<file path="config.mk">
export PLATFORM = sky130hd
export DESIGN_NAME = frame_unpack_flat
export DESIGN_NICKNAME = d
export VERILOG_FILES = /design/src/rtl/frame_unpack_if.sv /design/src/rtl/frame_unpack.sv /design/src/flat_wrapper.sv
export SDC_FILE = /design/constraint.sdc
export NUM_CORES = 1
export LEC_CHECK = 0
export ABC_AREA = 1
export CORE_MARGIN = 3
export CORE_UTILIZATION = 31
export DETAILED_ROUTE_END_ITERATION = 8
export PLACE_DENSITY = 0.52
export SETUP_SLACK_MARGIN = 0.05
export SLEW_MARGIN = 20
export SYNTH_ARGS = -nofsm -noshare
export SYNTH_HDL_FRONTEND = slang
export SYNTH_SLANG_ARGS = --single-unit
</file>
<file path="constraint.sdc">
create_clock -name i_clk -period 6.1 [get_ports i_clk]
set_input_delay 1.22 -clock i_clk [delete_from_list [all_inputs] [get_ports i_clk]]
set_output_delay 1.22 -clock i_clk [all_outputs]
set_load 0.02 [all_outputs]
</file>
<file path="src/rtl/frame_unpack_if.sv">
// Handshake bundle for frame_unpack: serial bit input, byte output and status.
// The slave modport is the unpacker; the master modport is the surrounding logic.
interface frame_unpack_if #(
    parameter int unsigned SIZE_OUTPUT_BIT = 8
);
    logic                       i_data;
    logic                       i_valid_input;
    logic                       o_ready;
    logic [SIZE_OUTPUT_BIT-1:0] o_data;
    logic                       o_valid;
    logic                       i_ready_output;
    logic                       o_sof;
    logic                       o_eof;
    logic                       o_lock;
    logic [15:0]                o_frame_cnt;

    modport slave (
        input  i_data, i_valid_input, i_ready_output,
        output o_ready, o_data, o_valid, o_sof, o_eof, o_lock, o_frame_cnt
    );

    modport master (
        output i_data, i_valid_input, i_ready_output,
        input  o_ready, o_data, o_valid, o_sof, o_eof, o_lock, o_frame_cnt
    );
endinterface

</file>
<file path="src/rtl/frame_unpack.sv">
// Serial frame receiver: sliding preamble correlator followed by MSB-first byte regrouping
// of a fixed-length payload, delivered over a single-entry valid/ready output register.
module frame_unpack #(
    parameter int unsigned               SIZE_BIT_PACK   = 1976,
    parameter int unsigned               SIZE_PREAMBLE   = 32,
    parameter logic [SIZE_PREAMBLE-1:0]  PREAMBLE        = 32'hCF80AA31,
    parameter int unsigned               SIZE_OUTPUT_BIT = 8,
    parameter int unsigned               MAX_ERR         = 0
) (
    input  logic            i_clk,
    input  logic            i_reset,
    frame_unpack_if.slave   bus
);
    localparam int unsigned LENGTH_PAYLOAD = (SIZE_BIT_PACK - SIZE_PREAMBLE) / SIZE_OUTPUT_BIT;
    localparam int unsigned CNT_W          = $clog2(SIZE_PREAMBLE + 1);
    localparam int unsigned BIT_W          = $clog2(SIZE_OUTPUT_BIT);
    localparam int unsigned BYTE_W         = $clog2(LENGTH_PAYLOAD);

    localparam logic [CNT_W-1:0]  FILL_FULL = CNT_W'(SIZE_PREAMBLE);
    localparam logic [CNT_W-1:0]  ERR_LIMIT = CNT_W'(MAX_ERR);
    localparam logic [BIT_W-1:0]  BIT_LAST  = BIT_W'(SIZE_OUTPUT_BIT - 1);
    localparam logic [BYTE_W-1:0] BYTE_LAST = BYTE_W'(LENGTH_PAYLOAD - 1);

    typedef enum logic {StSearch, StPayload} state_t;

    state_t                       r_state;
    logic [SIZE_PREAMBLE-1:0]     r_shift;
    logic [CNT_W-1:0]             r_fill;
    logic [SIZE_OUTPUT_BIT-2:0]   r_acc;
    logic [BIT_W-1:0]             r_bit_cnt;
    logic [BYTE_W-1:0]            r_byte_cnt;
    logic [SIZE_OUTPUT_BIT-1:0]   r_data;
    logic                         r_valid;
    logic                         r_sof;
    logic                         r_eof;
    logic [15:0]                  r_frame_cnt;

    logic                         w_ready;
    logic                         w_accept;
    logic                         w_deliver;
    logic [SIZE_PREAMBLE-1:0]     w_shift_nxt;
    logic [SIZE_PREAMBLE-1:0]     w_diff;
    logic [CNT_W-1:0]             w_fill_nxt;
    logic [CNT_W-1:0]             w_dist;
    logic                         w_hit;
    logic [SIZE_OUTPUT_BIT-1:0]   w_byte_nxt;

    // Search always accepts; in payload a bit is taken only if the output slot is free or draining.
    assign w_ready     = (r_state == StSearch) | ~r_valid | bus.i_ready_output;
    assign w_accept    = bus.i_valid_input & w_ready;
    assign w_deliver   = r_valid & bus.i_ready_output;
    assign w_shift_nxt = {r_shift[SIZE_PREAMBLE-2:0], bus.i_data};
    assign w_diff      = w_shift_nxt ^ PREAMBLE;
    assign w_fill_nxt  = (r_fill == FILL_FULL) ? FILL_FULL : r_fill + 1'b1;
    assign w_byte_nxt  = {r_acc, bus.i_data};

    always_comb begin
        w_dist = '0;
        for (int i = 0; i < SIZE_PREAMBLE; i++) begin
            w_dist = w_dist + CNT_W'(w_diff[i]);
        end
    end

    assign w_hit = (w_fill_nxt == FILL_FULL) && (w_dist <= ERR_LIMIT);

    always_ff @(posedge i_clk or negedge i_reset) begin
        if (!i_reset) begin
            r_state     <= StSearch;
            r_shift     <= '0;
            r_fill      <= '0;
            r_acc       <= '0;
            r_bit_cnt   <= '0;
            r_byte_cnt  <= '0;
            r_data      <= '0;
            r_valid     <= 1'b0;
            r_sof       <= 1'b0;
            r_eof       <= 1'b0;
            r_frame_cnt <= '0;
        end else begin
            // A byte completing on the same edge overrides this clear below.
            if (w_deliver) begin
                r_valid <= 1'b0;
                r_sof   <= 1'b0;
                r_eof   <= 1'b0;
            end
            unique case (r_state)
                StSearch: begin
                    if (w_accept) begin
                        r_shift <= w_shift_nxt;
                        r_fill  <= w_fill_nxt;
                        if (w_hit) begin
                            r_state    <= StPayload;
                            r_bit_cnt  <= '0;
                            r_byte_cnt <= '0;
                        end
                    end
                end
                StPayload: begin
                    if (w_accept) begin
                        r_acc     <= w_byte_nxt[SIZE_OUTPUT_BIT-2:0];
                        r_bit_cnt <= r_bit_cnt + 1'b1;
                        if (r_bit_cnt == BIT_LAST) begin
                            r_bit_cnt  <= '0;
                            r_data     <= w_byte_nxt;
                            r_valid    <= 1'b1;
                            r_sof      <= (r_byte_cnt == '0);
                            r_eof      <= (r_byte_cnt == BYTE_LAST);
                            r_byte_cnt <= r_byte_cnt + 1'b1;
                            // Next preamble must be built from fresh bits only.
                            if (r_byte_cnt == BYTE_LAST) begin
                                r_state     <= StSearch;
                                r_frame_cnt <= r_frame_cnt + 1'b1;
                                r_shift     <= '0;
                                r_fill      <= '0;
                                r_byte_cnt  <= '0;
                            end
                        end
                    end
                end
                default: r_state <= StSearch;
            endcase
        end
    end

    assign bus.o_ready     = w_ready;
    assign bus.o_data      = r_data;
    assign bus.o_valid     = r_valid;
    assign bus.o_sof       = r_sof;
    assign bus.o_eof       = r_eof;
    assign bus.o_lock      = (r_state == StPayload);
    assign bus.o_frame_cnt = r_frame_cnt;
endmodule
</file>
<file path="src/flat_wrapper.sv">
// flat-port wrapper written by rule: the top's interface ports become plain ports
module frame_unpack_flat 
#(
    parameter int unsigned               SIZE_BIT_PACK   = 1976,
    parameter int unsigned               SIZE_PREAMBLE   = 32,
    parameter logic [SIZE_PREAMBLE-1:0]  PREAMBLE        = 32'hCF80AA31,
    parameter int unsigned               SIZE_OUTPUT_BIT = 8,
    parameter int unsigned               MAX_ERR         = 0
)
  (i_clk, i_reset, bus_i_data, bus_i_valid_input, bus_i_ready_output, bus_o_ready, bus_o_data, bus_o_valid, bus_o_sof, bus_o_eof, bus_o_lock, bus_o_frame_cnt);
  frame_unpack_if #(.SIZE_OUTPUT_BIT(SIZE_OUTPUT_BIT)) bus_i ();
  input  logic i_clk;
  input  logic i_reset;
  input wire logic [$bits(bus_i.i_data)-1:0] bus_i_data;
  input wire logic [$bits(bus_i.i_valid_input)-1:0] bus_i_valid_input;
  input wire logic [$bits(bus_i.i_ready_output)-1:0] bus_i_ready_output;
  output wire logic [$bits(bus_i.o_ready)-1:0] bus_o_ready;
  output wire logic [$bits(bus_i.o_data)-1:0] bus_o_data;
  output wire logic [$bits(bus_i.o_valid)-1:0] bus_o_valid;
  output wire logic [$bits(bus_i.o_sof)-1:0] bus_o_sof;
  output wire logic [$bits(bus_i.o_eof)-1:0] bus_o_eof;
  output wire logic [$bits(bus_i.o_lock)-1:0] bus_o_lock;
  output wire logic [$bits(bus_i.o_frame_cnt)-1:0] bus_o_frame_cnt;
  assign bus_i.i_data = bus_i_data;
  assign bus_i.i_valid_input = bus_i_valid_input;
  assign bus_i.i_ready_output = bus_i_ready_output;
  assign bus_o_ready = bus_i.o_ready;
  assign bus_o_data = bus_i.o_data;
  assign bus_o_valid = bus_i.o_valid;
  assign bus_o_sof = bus_i.o_sof;
  assign bus_o_eof = bus_i.o_eof;
  assign bus_o_lock = bus_i.o_lock;
  assign bus_o_frame_cnt = bus_i.o_frame_cnt;
  frame_unpack #(.SIZE_BIT_PACK(SIZE_BIT_PACK), .SIZE_PREAMBLE(SIZE_PREAMBLE), .PREAMBLE(PREAMBLE), .SIZE_OUTPUT_BIT(SIZE_OUTPUT_BIT), .MAX_ERR(MAX_ERR)) u_core (.i_clk(i_clk), .i_reset(i_reset), .bus(bus_i));
endmodule
</file>
==> results of run 1 <==
[layout make-up]
cell class,instances,area (um^2)
clock buffers,10,229
clock inverters,6,42.5
fillers,1424,8720
inverters,92,353
multi-input cells,300,1980
flip-flops and latches,83,2080
well taps,180,225
repair buffers,37,367
[per-layer routing]
metal,vias to the layer above,GRT usage,part of all wire
met5,-,0,0
met4,0,0.0303,0.012
met3,9,0.0288,0.026
met2,39,0.187,0.48
met1,1560,0.163,0.49
li1,1596,-,-
[flip-flops by register name (all words and copies together) (netlist names)]
register / count
u_core.r_shift: 31
u_core.r_byte_cnt: 8
u_core.r_acc: 7
u_core.bus.o_frame_cnt: 16
u_core.bus.o_lock: 1
u_core.r_bit_cnt: 3
u_core.bus.o_sof: 1
u_core.bus.o_eof: 1
u_core.bus.o_data: 8
u_core.r_fill: 6
u_core.bus.o_valid: 1
[worst max-delay path: stages]
cell and delay, ps:
buf_8 80, inv_8 30, fa_1 440, fa_1 510, fa_1 420, fa_1 490
inv_1 50, fa_1 450, fa_1 480, inv_1 50, fa_1 490, ha_2 190
fa_1 430, nor2_1 120, nand2_1 60, nor2_1 90, nand3_1 90, nor2_1 90
nand3_1 100, nand2_2 120, nand2_4 100, nand2_1 80, nand2_1 50
[worst min-delay path by stage]
stage                                     start                               end  slack [ps]
2_1_floorplan       u_core.r_acc[6]$_DFFE_PN0P_  u_core.bus.o_data[7]$_DFFE_PN0P_         440
3_3_place_gp    u_core.r_bit_cnt[1]$_DFFE_PN0P_   u_core.r_bit_cnt[1]$_DFFE_PN0P_         470
3_5_place_dp   u_core.bus.o_data[7]$_DFFE_PN0P_  u_core.bus.o_data[7]$_DFFE_PN0P_         470
4_1_cts        u_core.bus.o_data[7]$_DFFE_PN0P_  u_core.bus.o_data[7]$_DFFE_PN0P_         480
5_1_grt        u_core.bus.o_data[5]$_DFFE_PN0P_  u_core.bus.o_data[5]$_DFFE_PN0P_         500
6_report        u_core.r_bit_cnt[2]$_DFFE_PN0P_   u_core.r_bit_cnt[2]$_DFFE_PN0P_         480
[cells by family (layout without fill, tap and decap cells)]
group | count (synthesis) | count (layout) | share of synthesized area
fa+ha+maj | 40 | 40 | 0.153
simple gates | 175 | 175 | 0.164
compound gates | 65 | 65 | 0.0838
buf+inv | 103 | 145 | 0.0933
flops | 83 | 83 | 0.467
xor+xnor | 20 | 20 | 0.0393
[layout by cell type (no fill, tap or decap)]
| cell type | n |
|---|---|
| buf_6 | 1 |
| o21ai_0 | 27 |
| nor3_1 | 4 |
| and2_1 | 1 |
| dfrtp_1 | 83 |
| nor3_2 | 2 |
| xor2_1 | 13 |
| nor2_4 | 1 |
| o22ai_1 | 35 |
| xnor2_1 | 7 |
| nor2_1 | 32 |
| clkbuf_16 | 9 |
| nand3_1 | 18 |
| a21oi_2 | 1 |
| inv_1 | 88 |
| clkdlybuf4s50_1 | 31 |
| clkinvlp_4 | 2 |
| nand4_1 | 5 |
| clkbuf_1 | 1 |
| inv_8 | 1 |
| inv_2 | 3 |
| ha_2 | 1 |
| clkinv_4 | 2 |
| ha_1 | 15 |
| nand2_4 | 1 |
| buf_8 | 1 |
| buf_4 | 4 |
| or2_4 | 1 |
| clkinv_2 | 2 |
| nand3b_1 | 1 |
| fa_1 | 24 |
| nand2_2 | 4 |
| a21oi_1 | 2 |
| nand2_1 | 105 |
[through the flow]
step | setup slack [ps] | hold WS [ps]
global route | -138 | 504
global placement | -841 | 466
finish | 97.9 | 481
CTS | 45.1 | 482
detailed placement | -864 | 467
floorplan | 36.9 | 442
[repair_timing]
| item | CTS | global route |
|---|---|---|
| setup buffers | 1 | 1 |
| pin swaps | 5 | 3 |
| resized for setup | 9 | 2 |
| setup endpoints to repair | 12 | 11 |
==> reports/qor_table.md, run 1 <==
| Quantity | Value | Unit |
| --- | --- | --- |
| Vias in the first global route | 3,240 | - |
| Setup skew after layout | 8.47 | ps |
| Setup crit start | bus_i_data | - |
| Die outline height | 126 | um |
| DR DRC count | 0 | - |
| Worst R2R Start | u_core.r_shift[1]$_DFFE_PN0P_ | - |
| First-pass GRT wire length | 15,400 | um |
| ANT nets after route | 0 | - |
| Register-to-Register Path Depth | 21 | - |
| Data arrival time at the worst-slack endpoint | 6230 | ps |
| Number of pins with negative max-slew slack in the final report | 0 | - |
| Max_slew headroom | 0.475 | - |
| Vias | 3,204 | - |
| # placed instances | 690 | - |
| Area growth from synthesis to final layout | 18.4 | % |
| Distinct cell type count after synthesis | 26 | - |
| Wirelength, routed | 8660 | um |
| Global route total overflow | 0 | - |
| Count of mapped cells out of synthesis | 486 | - |
| Starting density of the core | 0.318 | - |
| CTS HTree Levels | 3 | - |
| Layout cells sized above 1 | 0.0682 | - |
| Clock network latency to the later pin of the worst-skew pair | 340 | ps |
| Reg2Reg Capture Point | u_core.r_byte_cnt[5]$_DFFE_PN0P_ | - |
| Net Count, Synth | 531 | - |
| Synthesized cell area | 0.00445 | mm^2 |
| Final sum of negative setup slack | 0 | ps |
| Core Region | 0.0140 | mm^2 |
| Antenna violations before repair | 0 | - |
| Most area-hungry cell type in the Yosys netlist | dfrtp_1 | - |
| Area share of the leading cell type in the synthesized netlist | 0.467 | - |
| Die X-Extent | 126 | um |
| Hold Path Depth | 2 | - |
| Overall routing resource usage | 0.118 | - |
| Primary FF master, synth | dfrtp_1 | - |
| Max clock buf depth | 2 | - |
| Path category of the worst min-delay check | register to register | - |
| Post-Syn Area per Cell | 9.16 | um^2 |
| Die ar. | 0.0158 | mm^2 |
| WS Path Type | input pin to register | - |
| Vias per Instance | 4.53 | - |
| Dominant cells by area after synthesis | dfrtp_1, fa_1, nand2_1 | - |
| MaxCap Viol Count | 0 | - |
| Number of synthesis warnings | 0 | - |
| Final Instance Count excl. Fillers | 708 | - |
| Clock tree root driver cell | clkbuf_16 | - |
| CP Capture Type | register | - |
| CTS Hold Bufs | 0 | - |
| Antenna fix cells | 0 | - |
| Average routed wire per standard cell | 12.2 | um |
| Post-route cell area | 0.00527 | mm^2 |
| Reg2Reg Setup Slack | 640 | ps |
| Num ports | 34 | - |
| Share of the core filled with cells in the final layout | 0.377 | - |
| Post-layout nets | 568 | - |
| Maximum number of pins on one net before global-route repair | 84 | - |
| Max Fclk | 0.167 | GHz |
| Final Setup Violations | 0 | - |
| RSZ-0062 raised after global routing | true | - |
| Half-perimeter wire length after placement | 6280 | um |
| Num rows | 43 | - |
| Dominant cell by count in the synthesized netlist | nand2_1 | - |
| Synth async-reset ratio | 1.00 | - |
| Maximum fanout along the worst path | 8 | - |
| TritonCTS clock tree | done | - |
| Length of the first detailed-routing pass in iterations | 4 | - |
| Worst-Margin Slew | 785 | ps |
| Worst setup path endpoint | u_core.r_byte_cnt[5]$_DFFE_PN0P_ | - |
| Seq/Total Area, Yosys | 0.467 | - |
| Clock Sink Count | 83 | - |
| Final critical path time including I/O delays and setup | 6000 | ps |
| Data required, critical path | 6320 | ps |
| Inserted Clock Buffers | 9 | - |
| CTS clk-pin slew, worst paths | 60 | ps |
| Standard cell area after detailed placement | 0.00496 | mm^2 |
| Worst setup SP type | input pin | - |
| Detailed Route Iter0 Violations | 155 | - |
| Part of the cycle the worst path needs | 0.984 | - |
| Quantity of I/O buffers inserted on ports | 33 | - |
| Count of flip-flops with a built-in enable after synthesis | 0 | - |
| Outcome | finished clean | - |
| Gp weighted congestion | 0.810 | - |
| Count of final hold-check violations | 0 | - |
| Top post-synthesis cells by count | nand2_1, inv_1, dfrtp_1, o22ai_1, nor2_1 | - |
| Post-synthesis register bit count | 83 | - |
Power of run 1 is left out: the tool's default activity adds up to more than one toggle a clock period on the data nets, which glitch-free logic cannot reach.
==> run 2, diff against run 1 <==
--- a/config.mk
+++ b/config.mk
@@ -6,8 +6,10 @@
 export NUM_CORES = 1
 export LEC_CHECK = 0
 export ABC_AREA = 1
+export CORE_ASPECT_RATIO = 0.5
 export CORE_MARGIN = 3
 export CORE_UTILIZATION = 31
+export CTS_CLUSTER_SIZE = 10
 export DETAILED_ROUTE_END_ITERATION = 8
 export PLACE_DENSITY = 0.52
 export SETUP_SLACK_MARGIN = 0.05
==> reports/qor_table.md, run 2 (same netlist as run 1, synthesis figures left out) <==
| Quantity | Value | Unit | Change |
| --- | --- | --- | --- |
| MaxCap Viol Count | 0 | - | unchanged |
| Vias in the first global route | 3,111 | - | -4.0% |
| Highest-count cells in the layout ignoring fill and taps | nand2_1, inv_1, dfrtp_1, o22ai_1, nor2_1 | - |  |
| Post-route cell area | 0.00533 | mm^2 | +1.1% |
| CTS clk-pin slew, worst paths | 60 | ps | about the same |
| CTS HTree Levels | 3 | - | unchanged |
| Final sum of negative setup slack | 0 | ps | unchanged |
| Inserted Clock Buffers | 9 | - | unchanged |
| Num ports | 34 | - | unchanged |
| RSZ-0062 raised after global routing | true | - |  |
| Clock tree root driver cell | clkbuf_16 | - |  |
| Die outline height | 90.7 | um | -28% |
| Standard cell area after detailed placement | 0.00499 | mm^2 | +0.61% |
| Max clock buf depth | 2 | - | unchanged |
| Maximum fanout along the worst path | 8 | - | unchanged |
| Average routed wire per standard cell | 12.4 | um | +1.1% |
| Die ar. | 0.0159 | mm^2 | +0.55% |
| Num rows | 30 | - | -30% |
| Starting density of the core | 0.323 | - | +0.00491 |
| CTS Hold Bufs | 0 | - | unchanged |
| Final critical path time including I/O delays and setup | 6020 | ps | +15.8 ps |
| TritonCTS clock tree | done | - |  |
| Layout cells sized above 1 | 0.0643 | - | -0.00391 |
| Overall routing resource usage | 0.122 | - | +0.00462 |
| Post-placement worst setup slack | -836 | ps | +28.8 ps |
| Outcome | finished clean | - |  |
| Clock Sink Count | 83 | - | unchanged |
| Vias | 3,128 | - | -2.4% |
| Count of final hold-check violations | 0 | - | unchanged |
| Core Region | 0.0138 | mm^2 | -1.5% |
| DR DRC count | 0 | - | unchanged |
| Part of the cycle the worst path needs | 0.987 | - | +0.00259 |
| Standard cell with the maximum stage delay on the critical path | fa_1 | - |  |
| CP Cell Sequence | buf_8 > inv_8 > fa_1 > fa_1 > fa_1 > fa_1 > inv_1 > fa_1 > fa_1 > inv_1 > fa_1 > ha_2 > fa_1 > nor2_1 > nand2_1 > nor2_1 > nand3_1 > nor2_1 > nand3_1 > nand2_2 > nand2_4 > nand2_1 > nand2_1 | - |  |
| Worst-Margin Slew | 789 | ps | +3.37 ps |
| Clock network latency to the later pin of the worst-skew pair | 340 | ps | about the same |
| Gp weighted congestion | 0.771 | - | -4.7% |
| Data required, critical path | 6330 | ps | about the same |
| Worst setup SP type | input pin | - |  |
| Half-perimeter wire length after placement | 6420 | um | +2.3% |
| CP Capture Type | register | - |  |
| Flip-flop count of the largest register after layout | 31 | - | unchanged |
| Wirelength, routed | 8910 | um | +2.9% |
| Final critical-path setup slack | 82.1 | ps | -15.8 ps |
| Max_slew headroom | 0.473 | - | -0.00225 |
| Number of pins with negative max-slew slack in the final report | 0 | - | unchanged |
| Data arrival time at the worst-slack endpoint | 6250 | ps | +20 ps |
| Maximum number of pins on one net before global-route repair | 84 | - | unchanged |
| Biggest register | u_core.r_shift | - |  |
| Detailed Route Iter0 Violations | 170 | - | +9.7% |
| Final Setup Violations | 0 | - | unchanged |
| Setup skew after layout | 9.40 | ps | +0.932 ps |
| Vias per Instance | 4.34 | - | -4.1% |
| Die X-Extent | 175 | um | +39% |
| Antenna fix cells | 0 | - | unchanged |
| Max Fclk | 0.166 | GHz | -0.26% |
| ANT nets after route | 0 | - | unchanged |
| Library cell appearing most often on the critical path | fa_1 | - |  |
| Antenna violations before repair | 0 | - | unchanged |
| First-pass GRT wire length | 15,600 | um | +0.94% |
| WS Path Type | input pin to register | - |  |
| Length of the first detailed-routing pass in iterations | 4 | - | unchanged |
| Path category of the worst min-delay check | register to register | - |  |
| Worst path max stage delay | 510 | ps | about the same |
| Quantity of I/O buffers inserted on ports | 33 | - | unchanged |
| Reg2Reg Setup Slack | 620 | ps | -20 ps |
| Global route total overflow | 0 | - | unchanged |
| Post-layout nets | 569 | - | +0.18% |
| Leading cell type in the layout, fill and taps excluded | nand2_1 | - |  |
| Area growth from synthesis to final layout | 19.6 | % |  |
run 2: worst max-delay path: cells and delay by family:
kind,cells,cell delay (ps)
fa+ha+maj,9,3970
buf+inv,4,210
simple gates,10,860
run 2: repair_timing:
item | CTS | global route
pin swaps | 9 | 7
cloned | 0 | 0
setup endpoints to repair | 12 | 12
resized for setup | 9 | 0
setup buffers | 0 | 1
run 2: routing by layer:
metal | wire length [um] | global-route usage
met1 | 4690 | 0.178
met2 | 3830 | 0.176
met3 | 268 | 0.0348
met4 | 121 | 0.0375
met5 | 0 | 0
run 2: area by class of cell:
class                           count  area (um^2)
Fill cell                        1400         8450
Sequential cell                    83         2080
Inverter                           92          353
Clock buffer                       11          233
Timing Repair Buffer               38          374
Tap cell                          192          240
Multi-Input combinational cell    300         1970
Clock inverter                      5         77.6
run 2: path summary, 6_finish.rpt:
path	start	end	cells after the start
setup / recovery	bus_i_data	u_core.r_byte_cnt[1]$_DFFE_PN0P_	23
hold / removal	u_core.bus.o_data[7]$_DFFE_PN0P_	u_core.bus.o_data[7]$_DFFE_PN0P_	2
setup reg to reg	u_core.r_shift[1]$_DFFE_PN0P_	u_core.r_byte_cnt[1]$_DFFE_PN0P_	21
hold reg to reg	u_core.bus.o_data[7]$_DFFE_PN0P_	u_core.bus.o_data[7]$_DFFE_PN0P_	2
max in group asynchronous	i_reset	u_core.r_shift[28]$_DFFE_PN0P_	1
min in group asynchronous	i_reset	u_core.bus.o_frame_cnt[12]$_DFFE_PN0P_	1
run 2: per-stage QoR:
step | hold WS, ps | util | std cells
final | 475 | 0.387 | 721
after global routing | 500 | 0.387 | 721
after CTS | 481 | 0.386 | 720
after detailed placement | 464 | 0.362 | 704
after global placement | 467 | 0.362 | 704
after floorplan | 442 | - | 486
Power of run 2 is left out for the same reason.
==> run 3, diff against run 2 <==
--- a/config.mk
+++ b/config.mk
@@ -7,7 +7,7 @@
 export LEC_CHECK = 0
 export ABC_AREA = 1
 export CORE_ASPECT_RATIO = 0.5
-export CORE_MARGIN = 3
+export CORE_MARGIN = 4
 export CORE_UTILIZATION = 31
 export CTS_CLUSTER_SIZE = 10
 export DETAILED_ROUTE_END_ITERATION = 8
==> reports/qor_table.md, run 3 (same netlist as run 1, synthesis figures left out) <==
| Quantity | Value | Unit | Change |
| --- | --- | --- | --- |
| Outcome | finished clean | - |  |
| Global route total overflow | 0 | - | unchanged |
| Detailed Route Iter0 Violations | 201 | - | +18% |
| Worst setup SP type | input pin | - |  |
| TritonCTS clock tree | done | - |  |
| Die outline height | 92.7 | um | +2.2% |
| Standard cell area after detailed placement | 0.00500 | mm^2 | +0.15% |
| Leading cell type in the layout, fill and taps excluded | nand2_1 | - |  |
| Max Fclk | 0.165 | GHz | -0.64% |
| Inserted Clock Buffers | 9 | - | unchanged |
| Clock Sink Count | 83 | - | unchanged |
| Number of pins with negative max-slew slack in the final report | 0 | - | unchanged |
| Max clock buf depth | 2 | - | unchanged |
| CP Cell Sequence | buf_8 > inv_8 > fa_1 > fa_1 > fa_1 > fa_1 > inv_1 > fa_1 > fa_1 > inv_1 > fa_1 > ha_2 > fa_1 > nor2_1 > nand2_1 > nor2_1 > nand3_1 > nor2_1 > nand3_1 > nand2_2 > nand2_1 > nand2_1 > nand2_1 | - |  |
| WS Path Type | input pin to register | - |  |
| ANT nets after route | 0 | - | unchanged |
| Quantity of I/O buffers inserted on ports | 33 | - | unchanged |
| Length of the first detailed-routing pass in iterations | 4 | - | unchanged |
| Antenna fix cells | 0 | - | unchanged |
| Clock tree root driver cell | clkbuf_16 | - |  |
| First-pass GRT wire length | 16,300 | um | +4.6% |
| Area growth from synthesis to final layout | 19.9 | % |  |
| Maximum number of pins on one net before global-route repair | 48 | - | -43% |
| Num rows | 30 | - | unchanged |
| Post-route cell area | 0.00534 | mm^2 | +0.21% |
| Clock network latency to the later pin of the worst-skew pair | 340 | ps | about the same |
| Part of the cycle the worst path needs | 0.993 | - | +0.00634 |
| Standard cell with the maximum stage delay on the critical path | fa_1 | - |  |
| Half-perimeter wire length after placement | 6630 | um | +3.4% |
| Vias in the first global route | 3,160 | - | +1.6% |
| CTS clk-pin slew, worst paths | 60 | ps | about the same |
| Worst-Margin Slew | 805 | ps | +15.9 ps |
| Setup skew after layout | 6.82 | ps | -2.58 ps |
| Layout cells sized above 1 | 0.0679 | - | +0.00365 |
| Num ports | 34 | - | unchanged |
| Core Region | 0.0138 | mm^2 | +0.27% |
| Antenna violations before repair | 0 | - | unchanged |
| Die ar. | 0.0165 | mm^2 | +3.4% |
| Overall routing resource usage | 0.124 | - | +0.00143 |
| CTS HTree Levels | 3 | - | unchanged |
| Data required, critical path | 6330 | ps | about the same |
| CP Capture Type | register | - |  |
| Wirelength, routed | 9070 | um | +1.9% |
| Final critical-path setup slack | 43.4 | ps | -38.7 ps |
| CTS Hold Bufs | 0 | - | unchanged |
| # placed instances | 705 | - | +0.14% |
| Worst path max stage delay | 510 | ps | about the same |
| Path category of the worst min-delay check | register to register | - |  |
| Biggest register | u_core.r_shift | - |  |
| Final Setup Violations | 0 | - | unchanged |
| Maximum fanout along the worst path | 3 | - | -5 |
| Data arrival time at the worst-slack endpoint | 6290 | ps | +40 ps |
| Average routed wire per standard cell | 12.6 | um | +1.7% |
| DR DRC count | 0 | - | unchanged |
| MaxCap Viol Count | 0 | - | unchanged |
| Final Instance Count excl. Fillers | 722 | - | +0.14% |
| Flip-flop count of the largest register after layout | 31 | - | unchanged |
| Starting density of the core | 0.322 | - | -0.000878 |
| Highest-count cells in the layout ignoring fill and taps | nand2_1, inv_1, dfrtp_1, o22ai_1, nor2_1 | - |  |
| Library cell appearing most often on the critical path | fa_1 | - |  |
| Vias | 3,149 | - | +0.67% |
| Die X-Extent | 177 | um | +1.1% |
| Max_slew headroom | 0.462 | - | -0.0106 |
| Post-placement worst setup slack | -884 | ps | -48.6 ps |
| Vias per Instance | 4.36 | - | +0.53% |
| Gp weighted congestion | 0.750 | - | -2.8% |
| Count of final hold-check violations | 0 | - | unchanged |
| RSZ-0062 raised after global routing | true | - |  |
| Post-layout nets | 570 | - | +0.18% |
| Final critical path time including I/O delays and setup | 6060 | ps | +38.7 ps |
[run 3: worst paths after layout]
kind	start	endpoint	slack [ps]	depth (start not counted)
max	bus_i_data	u_core.r_bit_cnt[0]$_DFFE_PN0P_	40	23
min	u_core.bus.o_data[5]$_DFFE_PN0P_	u_core.bus.o_data[5]$_DFFE_PN0P_	480	2
max reg2reg	u_core.r_shift[1]$_DFFE_PN0P_	u_core.r_bit_cnt[0]$_DFFE_PN0P_	570	21
min reg2reg	u_core.bus.o_data[5]$_DFFE_PN0P_	u_core.bus.o_data[5]$_DFFE_PN0P_	480	2
max in group asynchronous	i_reset	u_core.bus.o_frame_cnt[5]$_DFFE_PN0P_	4260	2
min in group asynchronous	i_reset	u_core.r_fill[4]$_DFFE_PN0P_	840	1
[run 3: area by class of cell]
class	count	area, um^2
Clock inverter	6	88.8
Tap cell	192	240
Timing Repair Buffer	39	378
Inverter	92	353
Fill cell	1423	8480
Clock buffer	10	229
Sequential cell	83	2080
Multi-Input combinational cell	300	1970
[run 3: repair_timing]
| action | in CTS | in global routing |
|---|---|---|
| pin swaps | 10 | 1 |
| resized for setup | 9 | 0 |
| cloned | 0 | 0 |
| endpoints found under the setup margin | 12 | 11 |
| buffers inserted | 0 | 1 |
[run 3: metrics by stage]
step	util	setup TNS [ps]	hold WS, ps
4_1_cts	0.386	0	483
5_1_grt	0.386	-2160	504
6_report	0.386	0	483
2_1_floorplan	-	0	442
3_3_place_gp	0.362	-9100	460
3_5_place_dp	0.362	-9980	464
[run 3: metal layers]
metal  part of all wire  global-route usage  routed length [um]  up-vias
met5                  0                   0                   0        -
met4              0.014              0.0405                 131        0
met3              0.038              0.0298                 345       10
met2               0.45               0.184                4060       33
met1               0.50               0.178                4530     1505
li1                   -                   -                   -     1601
[run 3: critical path: cells and delay by family]
kind	cells	cell delay, ps
buffers and inverters	4	210
adder cells (fa/ha/maj)	9	3960
AND/OR/NAND/NOR	10	900
Power of run 3 is left out for the same reason.
